File: config.mk
export PLATFORM = sky130hd
export DESIGN_NAME = control_unit
export DESIGN_NICKNAME = d
export VERILOG_FILES = /design/src/rtl/proc_pkg.sv /design/src/rtl/dec3to8.sv /design/src/rtl/control_unit.sv
export SDC_FILE = /design/constraint.sdc
export NUM_CORES = 1
export LEC_CHECK = 0
export ABC_AREA = 1
export CORE_MARGIN = 2
export CORE_UTILIZATION = 35
export CTS_CLUSTER_SIZE = 24
export DETAILED_ROUTE_END_ITERATION = 10
export PLACE_DENSITY = 0.79
export SKIP_CTS_REPAIR_TIMING = 1
export SYNTH_ARGS = -nofsm -noshare
export SYNTH_HDL_FRONTEND = slang
export SYNTH_SLANG_ARGS = --single-unit
File: constraint.sdc
create_clock -name clk -period 2 [get_ports clk]
set_input_delay 0.4 -clock clk [delete_from_list [all_inputs] [get_ports clk]]
set_output_delay 0.4 -clock clk [all_outputs]
set_load 0.05 [all_outputs]
File: src/rtl/proc_pkg.sv
// ---------------------------------------------------------------------------
// proc_pkg : opcodes, FSM states and IR field positions for the control unit
// Revision : 1.0
// ---------------------------------------------------------------------------
`default_nettype none

package proc_pkg;

    typedef enum logic [2:0] {
        OP_MV   = 3'b000,
        OP_MVI  = 3'b001,
        OP_ADD  = 3'b010,
        OP_SUB  = 3'b011,
        OP_MVNZ = 3'b100
    } opcode_t;

    typedef enum logic [1:0] {
        T0 = 2'd0,
        T1 = 2'd1,
        T2 = 2'd2,
        T3 = 2'd3
    } state_t;

    localparam int unsigned OP_MSB = 8;
    localparam int unsigned OP_LSB = 6;
    localparam int unsigned X_MSB  = 5;
    localparam int unsigned X_LSB  = 3;
    localparam int unsigned Y_MSB  = 2;
    localparam int unsigned Y_LSB  = 0;

endpackage

`default_nettype wire

File: src/rtl/dec3to8.sv
// ---------------------------------------------------------------------------
// dec3to8 : 3-bit to one-hot 8-bit decoder with enable
// Revision : 1.0
// ---------------------------------------------------------------------------
`default_nettype none

module dec3to8 (
    input  logic       en_i,
    input  logic [2:0] sel_i,
    output logic [7:0] y_o
);

    assign y_o = en_i ? (8'b0000_0001 << sel_i) : 8'b0000_0000;

endmodule

`default_nettype wire

File: src/rtl/control_unit.sv
// ---------------------------------------------------------------------------
// control_unit : T0..T3 sequencing FSM for the 9-bit processor datapath.
// Optional mvnz support via macro CONTROL_UNIT_MVNZ_EN.  Revision : 1.0
// ---------------------------------------------------------------------------
`default_nettype none

module control_unit
    import proc_pkg::*;
#(
    parameter int DW = 9
) (
    input  logic          clk,
    input  logic          rst,
    input  logic          Run,
    input  logic [DW-1:0] Din,
    input  logic [DW-1:0] G,
    output logic [7:0]    Rin,
    output logic [7:0]    Rout,
    output logic          Ain,
    output logic          Gin,
    output logic          Gout,
    output logic          Dinout,
    output logic          AddSub,
    output logic          Done,
    output logic [DW-1:0] IR
);

    state_t        state_q, state_d;
    logic [DW-1:0] ir_q, ir_d;

    logic [2:0] op;
    logic [2:0] x_sel;
    logic [2:0] y_sel;
    logic [2:0] rout_sel;
    logic       rin_en;
    logic       rout_en;

    assign op    = ir_q[OP_MSB:OP_LSB];
    assign x_sel = ir_q[X_MSB:X_LSB];
    assign y_sel = ir_q[Y_MSB:Y_LSB];
    assign IR    = ir_q;

    always_ff @(posedge clk or negedge rst) begin
        if (!rst) begin
            state_q <= T0;
            ir_q    <= '0;
        end else begin
            state_q <= state_d;
            ir_q    <= ir_d;
        end
    end

    always_comb begin
        state_d  = state_q;
        ir_d     = ir_q;
        rin_en   = 1'b0;
        rout_en  = 1'b0;
        rout_sel = y_sel;
        Ain      = 1'b0;
        Gin      = 1'b0;
        Gout     = 1'b0;
        Dinout   = 1'b0;
        AddSub   = 1'b0;
        Done     = 1'b0;

        case (state_q)
            T0: begin
                if (Run) begin
                    ir_d    = Din;
                    state_d = T1;
                end
            end
            T1: begin
                state_d = T0;
                case (op)
                    OP_MV: begin
                        rout_en = 1'b1;
                        rin_en  = 1'b1;
                        Done    = 1'b1;
                    end
                    OP_MVI: begin
                        Dinout = 1'b1;
                        rin_en = 1'b1;
                        Done   = 1'b1;
                    end
                    OP_ADD, OP_SUB: begin
                        // First operand is the destination register itself.
                        rout_sel = x_sel;
                        rout_en  = 1'b1;
                        Ain      = 1'b1;
                        state_d  = T2;
                    end
`ifdef CONTROL_UNIT_MVNZ_EN
                    OP_MVNZ: begin
                        rout_en = (G != '0);
                        rin_en  = (G != '0);
                        Done    = 1'b1;
                    end
`endif
                    default: begin
                        Done = 1'b1;
                    end
                endcase
            end
            T2: begin
                rout_en = 1'b1;
                Gin     = 1'b1;
                AddSub  = (op == OP_SUB);
                state_d = T3;
            end
            T3: begin
                Gout    = 1'b1;
                rin_en  = 1'b1;
                Done    = 1'b1;
                state_d = T0;
            end
            default: begin
                state_d = T0;
            end
        endcase
    end

`ifndef CONTROL_UNIT_MVNZ_EN
    logic unused_g;
    assign unused_g = ^G;
`endif

    dec3to8 u_dec_rin (
        .en_i  (rin_en),
        .sel_i (x_sel),
        .y_o   (Rin)
    );

    dec3to8 u_dec_rout (
        .en_i  (rout_en),
        .sel_i (rout_sel),
        .y_o   (Rout)
    );

endmodule

`default_nettype wire

# == Yosys cells after proc, flatten, opt, wreduce, memory -nomap -nowiden ==
# Index checks and enable logic that the tools add are counted.
# word_totals
word_cells,37
register_bits,11
inputBits,21
output_inout_bits,31
# op_classes
eq_ne,7
n_reduce_logical,6
shifts,2
n_mux,20
# op_table
op,count
8-bit two-way mux,2
1-bit by 3-bit << shifter with 8-bit output (first input constant),2
1-bit two-way mux,10
2-bit case mux with 4 select lines,1
3-bit by 2-bit == test with 1-bit output (second input constant),2
3-bit two-way mux,2
1-bit case mux with 2 select lines,3
2-bit == test (second input constant),2
2-bit two-way mux,2
2-bit OR reduction,2
3-bit by 1-bit == test with 1-bit output (second input constant),1
3-bit zero test,1
3-bit OR reduction,1
2-bit by 1-bit == test with 1-bit output (second input constant),1
2-bit zero test,1
2-bit inequality test (second input constant),1
2-bit AND reduction,1

# == Longest topological paths before layout ==
# Gate-level depths: netlist of run 1.
# depth
depth_word,6
depth_mapped,9
depth_no_buf,8

# == By module ==
# Synthesis of run 1 repeated with hierarchy kept, for this count alone.
# hier_totals
hier_cells,118
area_unflattened_um2,789.5
# modules_own_cells
mod,area_each_um2,cells_per_inst,seq_area_each_um2,n_inst
control_unit,661.9,84,275.3,1
dec3to8,63.8,17,0.0,2

# == Worst setup path after synthesis of run 1 ==
# Ideal clock, no wire load.
# synth_path
path_kind,register to output
startpoint,reg state_q[0]
endpoint,out AddSub
path_slack_ps,-979
stages_incl_launch_ff,5
arrival_time_ps,2579
path_cell_list,dfrtp_1 inv_1 ha_1 inv_1 nor4_1
# synth_between
elab_chain_len,2
# synth_lines
element,line,text
"start, declared",control_unit.sv:28,"state_t state_q, state_d;"
"start signal, assigned",control_unit.sv:48,state_q <= state_d;
2-bit == test,control_unit.sv:66,case (state_q)
1-bit two-way mux,control_unit.sv:66,
"end, declared",control_unit.sv:23,"output logic AddSub,"
# Every way passes these cells.

# == Worst setup path after layout of run 1 ==
# layout_path
startpoint,reg ir_q[7] (netlist: IR[7])
endpoint,out Rout[7]
# layout_between
elab_chain_len,6
word_cells_on_any_way,11
cone_classes,eq/ne: 2; shift: 1; mux: 5; reduce/logical: 3
# layout_lines
element,line,text
"start, declared",control_unit.sv:29,"logic [DW-1:0] ir_q, ir_d;"
"start signal, assigned",control_unit.sv:49,ir_q <= ir_d;
3-bit by 2-bit == test with 1-bit output,control_unit.sv:75,case (op)
2-bit OR reduction,control_unit.sv:75,
3-bit two-way mux,control_unit.sv:75,
3-bit two-way mux,control_unit.sv:66,
1-bit by 3-bit << shifter with 8-bit output,dec3to8.sv:13,assign y_o = en_i ? (8'b0000_0001 << sel_i) : 8'b0000_0000;
8-bit two-way mux *,dec3to8.sv:13,
"end, declared",control_unit.sv:18,"output logic [7:0] Rout,"
# Mark *: on every way between the ends. The rest lies on a longest branch, timed or not.

==> results of run 1 <==
## flip-flops by register name, summed over array words and instances, names as in the netlist, named ones only
name / flops
IR: 9
state_q: 1
## power breakdown
part / internal (mW) / switching [mW]
sequential: 0.332 / 0.157
combinational: 0.800 / 1.55
clock: 0.0772 / 0.0702
## cell usage after synthesis
| cell type | number |
|---|---|
| buf_2 | 1 |
| o21ai_2 | 1 |
| nand3_4 | 1 |
| nor4_1 | 1 |
| nor2_4 | 1 |
| inv_2 | 3 |
| a31oi_1 | 1 |
| nand3_1 | 3 |
| nand3_2 | 2 |
| dfrtp_1 | 11 |
| buf_4 | 1 |
| nor2_1 | 27 |
| ha_1 | 5 |
| nand2_1 | 28 |
| inv_1 | 13 |
| o21ai_0 | 3 |
| a21oi_1 | 10 |
| nand4_1 | 2 |
## critical path: cells and delay by family, from the launching register on
| family | cells | cell delay (ns) |
|---|---|---|
| AND/OR/NAND/NOR | 5 | 0.70 |
| flip-flops | 1 | 0.49 |
| buffers and inverters | 2 | 0.28 |
## cell type report
type                    instances  area share, %
repair buffers                 46           39.0
clock buffers                   4           1.57
well taps                      28           2.10
inverters                      16           3.60
flip-flops and latches         11           16.6
multi-input cells              85           37.2
## layer usage
metal / wire (um) / global-route usage (%) / vias to the layer above
met5: 0 / 0 / -
met4: 127 / 12.6 / 0
met3: 221 / 2.92 / 12
met2: 1550 / 35.9 / 56
met1: 1110 / 23.5 / 436
li1: - / - / 453
## worst max-delay path by stage
stage / start / endpoint / slack, ns / depth (start not counted)
after global routing: flop / Rout[7] / -0.25 / 9
after floorplan: flop / Rin[0] / -0.19 / 9
after global placement: flop / Rin[4] / 0.002 / 9
after CTS: flop / Rin[7] / -0.36 / 9
final: IR[7] / Rout[7] / -0.16 / 7
after detailed placement: flop / Rin[7] / -0.06 / 9
## kinds of logic (layout without fill, tap and decap cells)
logic type / Yosys count / after routing / share of synthesized area (%)
flip-flops: 11 / 11 / 35.3
buffers and inverters: 18 / 66 / 9.31
adder cells (fa/ha/maj): 5 / 5 / 8.03
AND/OR/NAND/NOR: 65 / 65 / 37.1
AO/OA/AOI/OAI: 15 / 15 / 10.3
==> metrics.csv, run 1 <==
metric,value,unit
status,finished with violations,
violations,negative setup slack,
syn2layout_area_growth,114,%
syn_area_per_cell,6.84,sq um
die_area,2620,sq um
start_util,36.3,%
wire_per_inst,15.8,um
finalWorstSetupSlack,-0.157,ns
insertion_delay,0.27,ns
syn_inst,114,
maxCapViolations,0,
antennaDiodeCount,0,
syn-num-nets,140,
regArea,277,sq um
core-area,2150,sq um
vias,957,
yosys.cell_types.count,18,
cts.path.max_buffers,2,
seq_area_frac_synth,35.3,%
grtUsageTotal,20.6,%
r2r_cells,6,
end_kind,output pin,
io_buffers,42,
ios,52,
place_congestion,0.858,
worst_slew_pin_slew,0.535,ns
final.period_utilization,108,%
crit_chain,inv_2 -> nor2_4 -> nand3_1 -> nand2_1 -> nand2_1 -> nor2_4 -> buf_12,
r2r-end,IR[5],
die_h,51.2,um
drv_slew,0,
pwr_density_cell,1790,nW/um^2
synth.yosys.warnings,0,
dp_slack,-0.0551,ns
crit_path_max_fanout,5,
drt-total-wl,3.00,mm
skew,0.00380,ns
drt_first_pass_iters,4,
ant_nets,0,
cp-start-kind,flop,
path_clk_slew,0.07,ns
post-synth-top-area-cell,dfrtp_1,
ys_seq_elements,11,
multiInputGateArea,622,sq um
ys_top_cells_by_area,"dfrtp_1 (35%), nand2_1 (13%), nor2_1 (13%)",
final_cell_mix,"nand2_1 (24), buf_12 (21), nor2_4 (17), clkdlybuf4s50_1 (17), inv_1 (11)",
reg2reg_slack,0.53,ns
viasPerCell,5.04,
max_clock_freq,464,MHz
remaining_drc_errors,0,
cts.sinks,11,
hold_violations,0,
p_leak,0.711,nW
tritoncts,yes,
clockRootBuffer,clkbuf_4,
final_cell_area,1670,sq um
dp.cells,186,
tns,-1.96,ns
grt_pass1_vias,889,
antenna_found_initial,0,
required,1.60,ns
worst-setup-path-type,flop to output pin,
numCtsBuffers,3,
slew_headroom,64.2,%
dpl-instance-area,1560,sq um
num_rows,17,
yosysTopAreaCellShare,35.3,%
hold_ws,0.458,ns
mostFrequentLayoutCell,nand2_1,
grt_max_degree,19,
grt_pass1_wl,4.05,mm
num-fill-cells,148,
htree_levels,1,
synthesis.area,779,sq um
post-dp-hpwl,2.11,mm
grt_overflow,0,
max_stage_delay,0.49,ns
setup_violations,16,
ir_drop,0.00120,V
hold_path_class,input port to async pin,
final_core_util,77.8,%
power.total,2.99,mW
finalNonFillerCells,190,
nets,189,
critPathSlowestCell,dfrtp_1,
period_needed,2.16,ns
grt_setup_unrepaired,true,
drt_iter0_markers,21,
die_w,51.2,um
arrival,1.76,ns
drive_above_1_share,42.0,%
Note: power is estimated with default switching activity, not from simulation.
==> inputs of run 2 (changes only) <==
PLACE_DENSITY = 0.85   (was 0.79)
SLEW_MARGIN = 10   (was default)
==> metrics.csv, run 2 (synthesis gave the netlist of run 1 again) <==
metric,value,unit
crit_path_max_fanout,7,
nets,192,
final_cell_area,1800,sq um
wire_per_inst,18.0,um
arrival,1.82,ns
final_cell_mix,"buf_12 (21), nor2_4 (18), clkdlybuf4s50_1 (17)",
regArea,279,sq um
antennaDiodeCount,0,
remaining_drc_errors,0,
place_congestion,0.800,
hold_ws,0.449,ns
hold_violations,0,
ir_drop,0.00125,V
num_rows,17,
antenna_found_initial,0,
finalNonFillerCells,193,
grt_max_degree,19,
setup_violations,17,
skew,0.00610,ns
grtUsageTotal,21.0,%
power.total,3.27,mW
viasPerCell,5.32,
start_util,36.3,%
drive_above_1_share,52.1,%
grt_pass1_vias,938,
final_core_util,83.7,%
p_leak,0.738,nW
maxCapViolations,0,
grt_pass1_wl,4.13,mm
syn2layout_area_growth,131,%
grt_overflow,0,
final.period_utilization,111,%
drv_slew,0,
mostFrequentLayoutCell,buf_12,
tritoncts,yes,
insertion_delay,0.27,ns
core-area,2150,sq um
worst-setup-path-type,flop to output pin,
io_buffers,42,
die_h,51.2,um
ios,52,
htree_levels,1,
die_w,51.2,um
period_needed,2.22,ns
hold_path_class,input port to async pin,
dpl-instance-area,1550,sq um
drt_iter0_markers,35,
violations,negative setup slack,
cp-start-kind,flop,
dp.cells,184,
numCtsBuffers,3,
multiInputGateArea,728,sq um
cts.sinks,11,
finalWorstSetupSlack,-0.220,ns
required,1.60,ns
dp_slack,-0.0300,ns
drt_first_pass_iters,4,
die_area,2620,sq um
post-dp-hpwl,2.15,mm
cts.path.max_buffers,2,
path_clk_slew,0.07,ns
worst_slew_pin_slew,0.550,ns
drt-total-wl,3.47,mm
num-fill-cells,108,
slew_headroom,63.3,%
ant_nets,0,
status,finished with violations,
tns,-2.18,ns
max_clock_freq,450,MHz
grt_setup_unrepaired,true,
clockRootBuffer,clkbuf_4,
largest_reg_flops,9,
vias,1026,
pwr_density_cell,1820,nW/um^2
end_kind,output pin,
[run 2: layout make-up]
cell class,instances,share of cell area [%]
multi-input combinational,86,40.5
timing repair buffer,48,37.2
sequential,11,15.5
inverter,16,3.34
tap,28,1.95
clock buffer,4,1.46
[run 2: layer usage]
metal / track usage (%) / share of wire [%]
met1: 23.3 / 36
met2: 37.0 / 53
met3: 2.92 / 5.4
met4: 14.0 / 5.0
met5: 0 / 0
[run 2: path summary, 6_finish.rpt]
check,to,cells past startpoint,startpoint,slack [ns]
setup / recovery,Rout[2],8,flop,-0.22
hold / removal,async pin,1,rst,0.45
setup reg to reg,IR[1],5,state_q[0],0.42
hold reg to reg,IR[0],2,IR[0],0.58
max in group asynchronous,IR[7],1,rst,1.19
min in group clk,IR[0],2,IR[0],0.58
[run 2: worst max-delay path: stages (launching register included)]
cell and delay, ns:
dfrtp_1 0.41, inv_2 0.10, ha_4 0.15, buf_6 0.14, nand4_1 0.15, nand2_2 0.14, nand3_4 0.14, nor2_4 0.17
buf_12 0.14
[run 2: power breakdown]
group          switching, mW  internal, mW
Clock                 0.0747        0.0773
Combinational           1.71         0.889
Sequential             0.183         0.337
==> inputs of run 3 (changes only) <==
REMOVE_ABC_BUFFERS = 1   (was default)
==> metrics.csv, run 3 (synthesis gave the netlist of run 1 again) <==
metric,value,unit
status,finished with violations,
violations,negative setup slack,
drv_slew,0,
required,1.60,ns
ios,52,
cts.sinks,11,
cp-start-kind,flop,
start_util,36.3,%
final_cell_mix,"nand2_1 (22), buf_12 (21), nor2_4 (17), clkdlybuf4s50_1 (17), inv_1 (11)",
drt_iter0_markers,21,
num-fill-cells,133,
remaining_drc_errors,0,
wire_per_inst,14.4,um
rr_startpoint,state_q[0],
die_w,51.2,um
period_needed,2.21,ns
grt_setup_unrepaired,true,
viasPerCell,5.02,
grt_pass1_wl,3.86,mm
htree_levels,1,
skew,0.00601,ns
die_area,2620,sq um
place_congestion,0.832,
crit_path_max_fanout,5,
clockRootBuffer,clkbuf_4,
arrival,1.81,ns
worst-setup-path-type,flop to output pin,
path_clk_slew,0.08,ns
grtUsageTotal,20.1,%
antennaDiodeCount,0,
drt_first_pass_iters,4,
syn2layout_area_growth,115,%
numCtsBuffers,3,
maxCapViolations,0,
grt_pass1_vias,902,
max_clock_freq,452,MHz
vias,959,
tns,-2.50,ns
pwr_density_cell,1760,nW/um^2
insertion_delay,0.29,ns
ant_nets,0,
final.period_utilization,111,%
dpl-instance-area,1450,sq um
hold_path_class,input port to async pin,
worst_slew_pin_slew,0.560,ns
end_kind,output pin,
core-area,2150,sq um
ir_drop,0.00144,V
nets,190,
largest_reg_flops,9,
grt_max_degree,19,
tritoncts,yes,
antenna_found_initial,0,
io_buffers,42,
cts.path.max_buffers,2,
final_cell_area,1680,sq um
post-dp-hpwl,1.95,mm
mostFrequentLayoutCell,nand2_1,
slew_headroom,62.6,%
die_h,51.2,um
hold_violations,0,
setup_violations,17,
drive_above_1_share,42.9,%
finalWorstSetupSlack,-0.213,ns
drt-total-wl,2.76,mm
p_leak,0.721,nW
num_rows,17,
grt_overflow,0,
## run 3: layer usage
metal  vias up  routed length (um)  GRT usage (%)
li1        455                   -              -
met5         -                   0              0
met2        37                1550           39.8
met4         0                  97           12.2
met1       458                 992           19.3
met3         9                 118           2.34
## run 3: critical path, cell delays in order (launching register included)
cell and delay, ns:
dfrtp_1 0.41, inv_2 0.10, ha_4 0.17, buf_4 0.13
nand3_1 0.11, nand2_1 0.14, nand2_1 0.15, nor2_4 0.16
buf_12 0.14
## run 3: per-stage QoR
stage | cells | power [mW] | hold slack, ns | setup slack (ns) | utilization (%)
final | 191 | 2.95 | 0.452 | -0.213 | 78.0
after global routing | 191 | 3.12 | 0.481 | -0.292 | 78.0
after CTS | 189 | 2.56 | 0.453 | -0.376 | 68.5
after detailed placement | 185 | 2.38 | 0.562 | -0.0348 | 67.3
after global placement | 185 | 2.33 | 0.536 | 0.0241 | 67.3
after floorplan | 112 | 1.63 | 0.104 | -0.979 | -
## run 3: report_power, final
part	internal, mW	leakage, nW	total, mW	switching [mW]
logic	0.807	0.583	2.30	1.49
clock network	0.0746	0.0177	0.169	0.0942
registers	0.332	0.120	0.483	0.151
total	1.21	0.721	2.95	1.74
## run 3: area by class of cell
cell class	instances	area [sq um]	area share, %
Multi-Input combinational cell	85	619	36.9
Timing Repair Buffer	47	658	39.3
Tap cell	28	35.0	2.09
Clock buffer	3	22.5	1.34
Clock inverter	1	5.00	0.299
Inverter	16	60.1	3.58
Sequential cell	11	277	16.5
## run 3: path summary, 6_finish.rpt
| path | endpoint | slack (ns) | cells past startpoint |
|---|---|---|---|
| setup reg to reg | IR[8] | 0.45 | 5 |
| hold / removal | IR[8] | 0.45 | 1 |
| min in group clk | IR[2] | 0.57 | 2 |
| hold reg to reg | IR[2] | 0.57 | 2 |
| max in group asynchronous | state_q[0] | 1.17 | 1 |
| setup / recovery | Rout[0] | -0.21 | 8 |
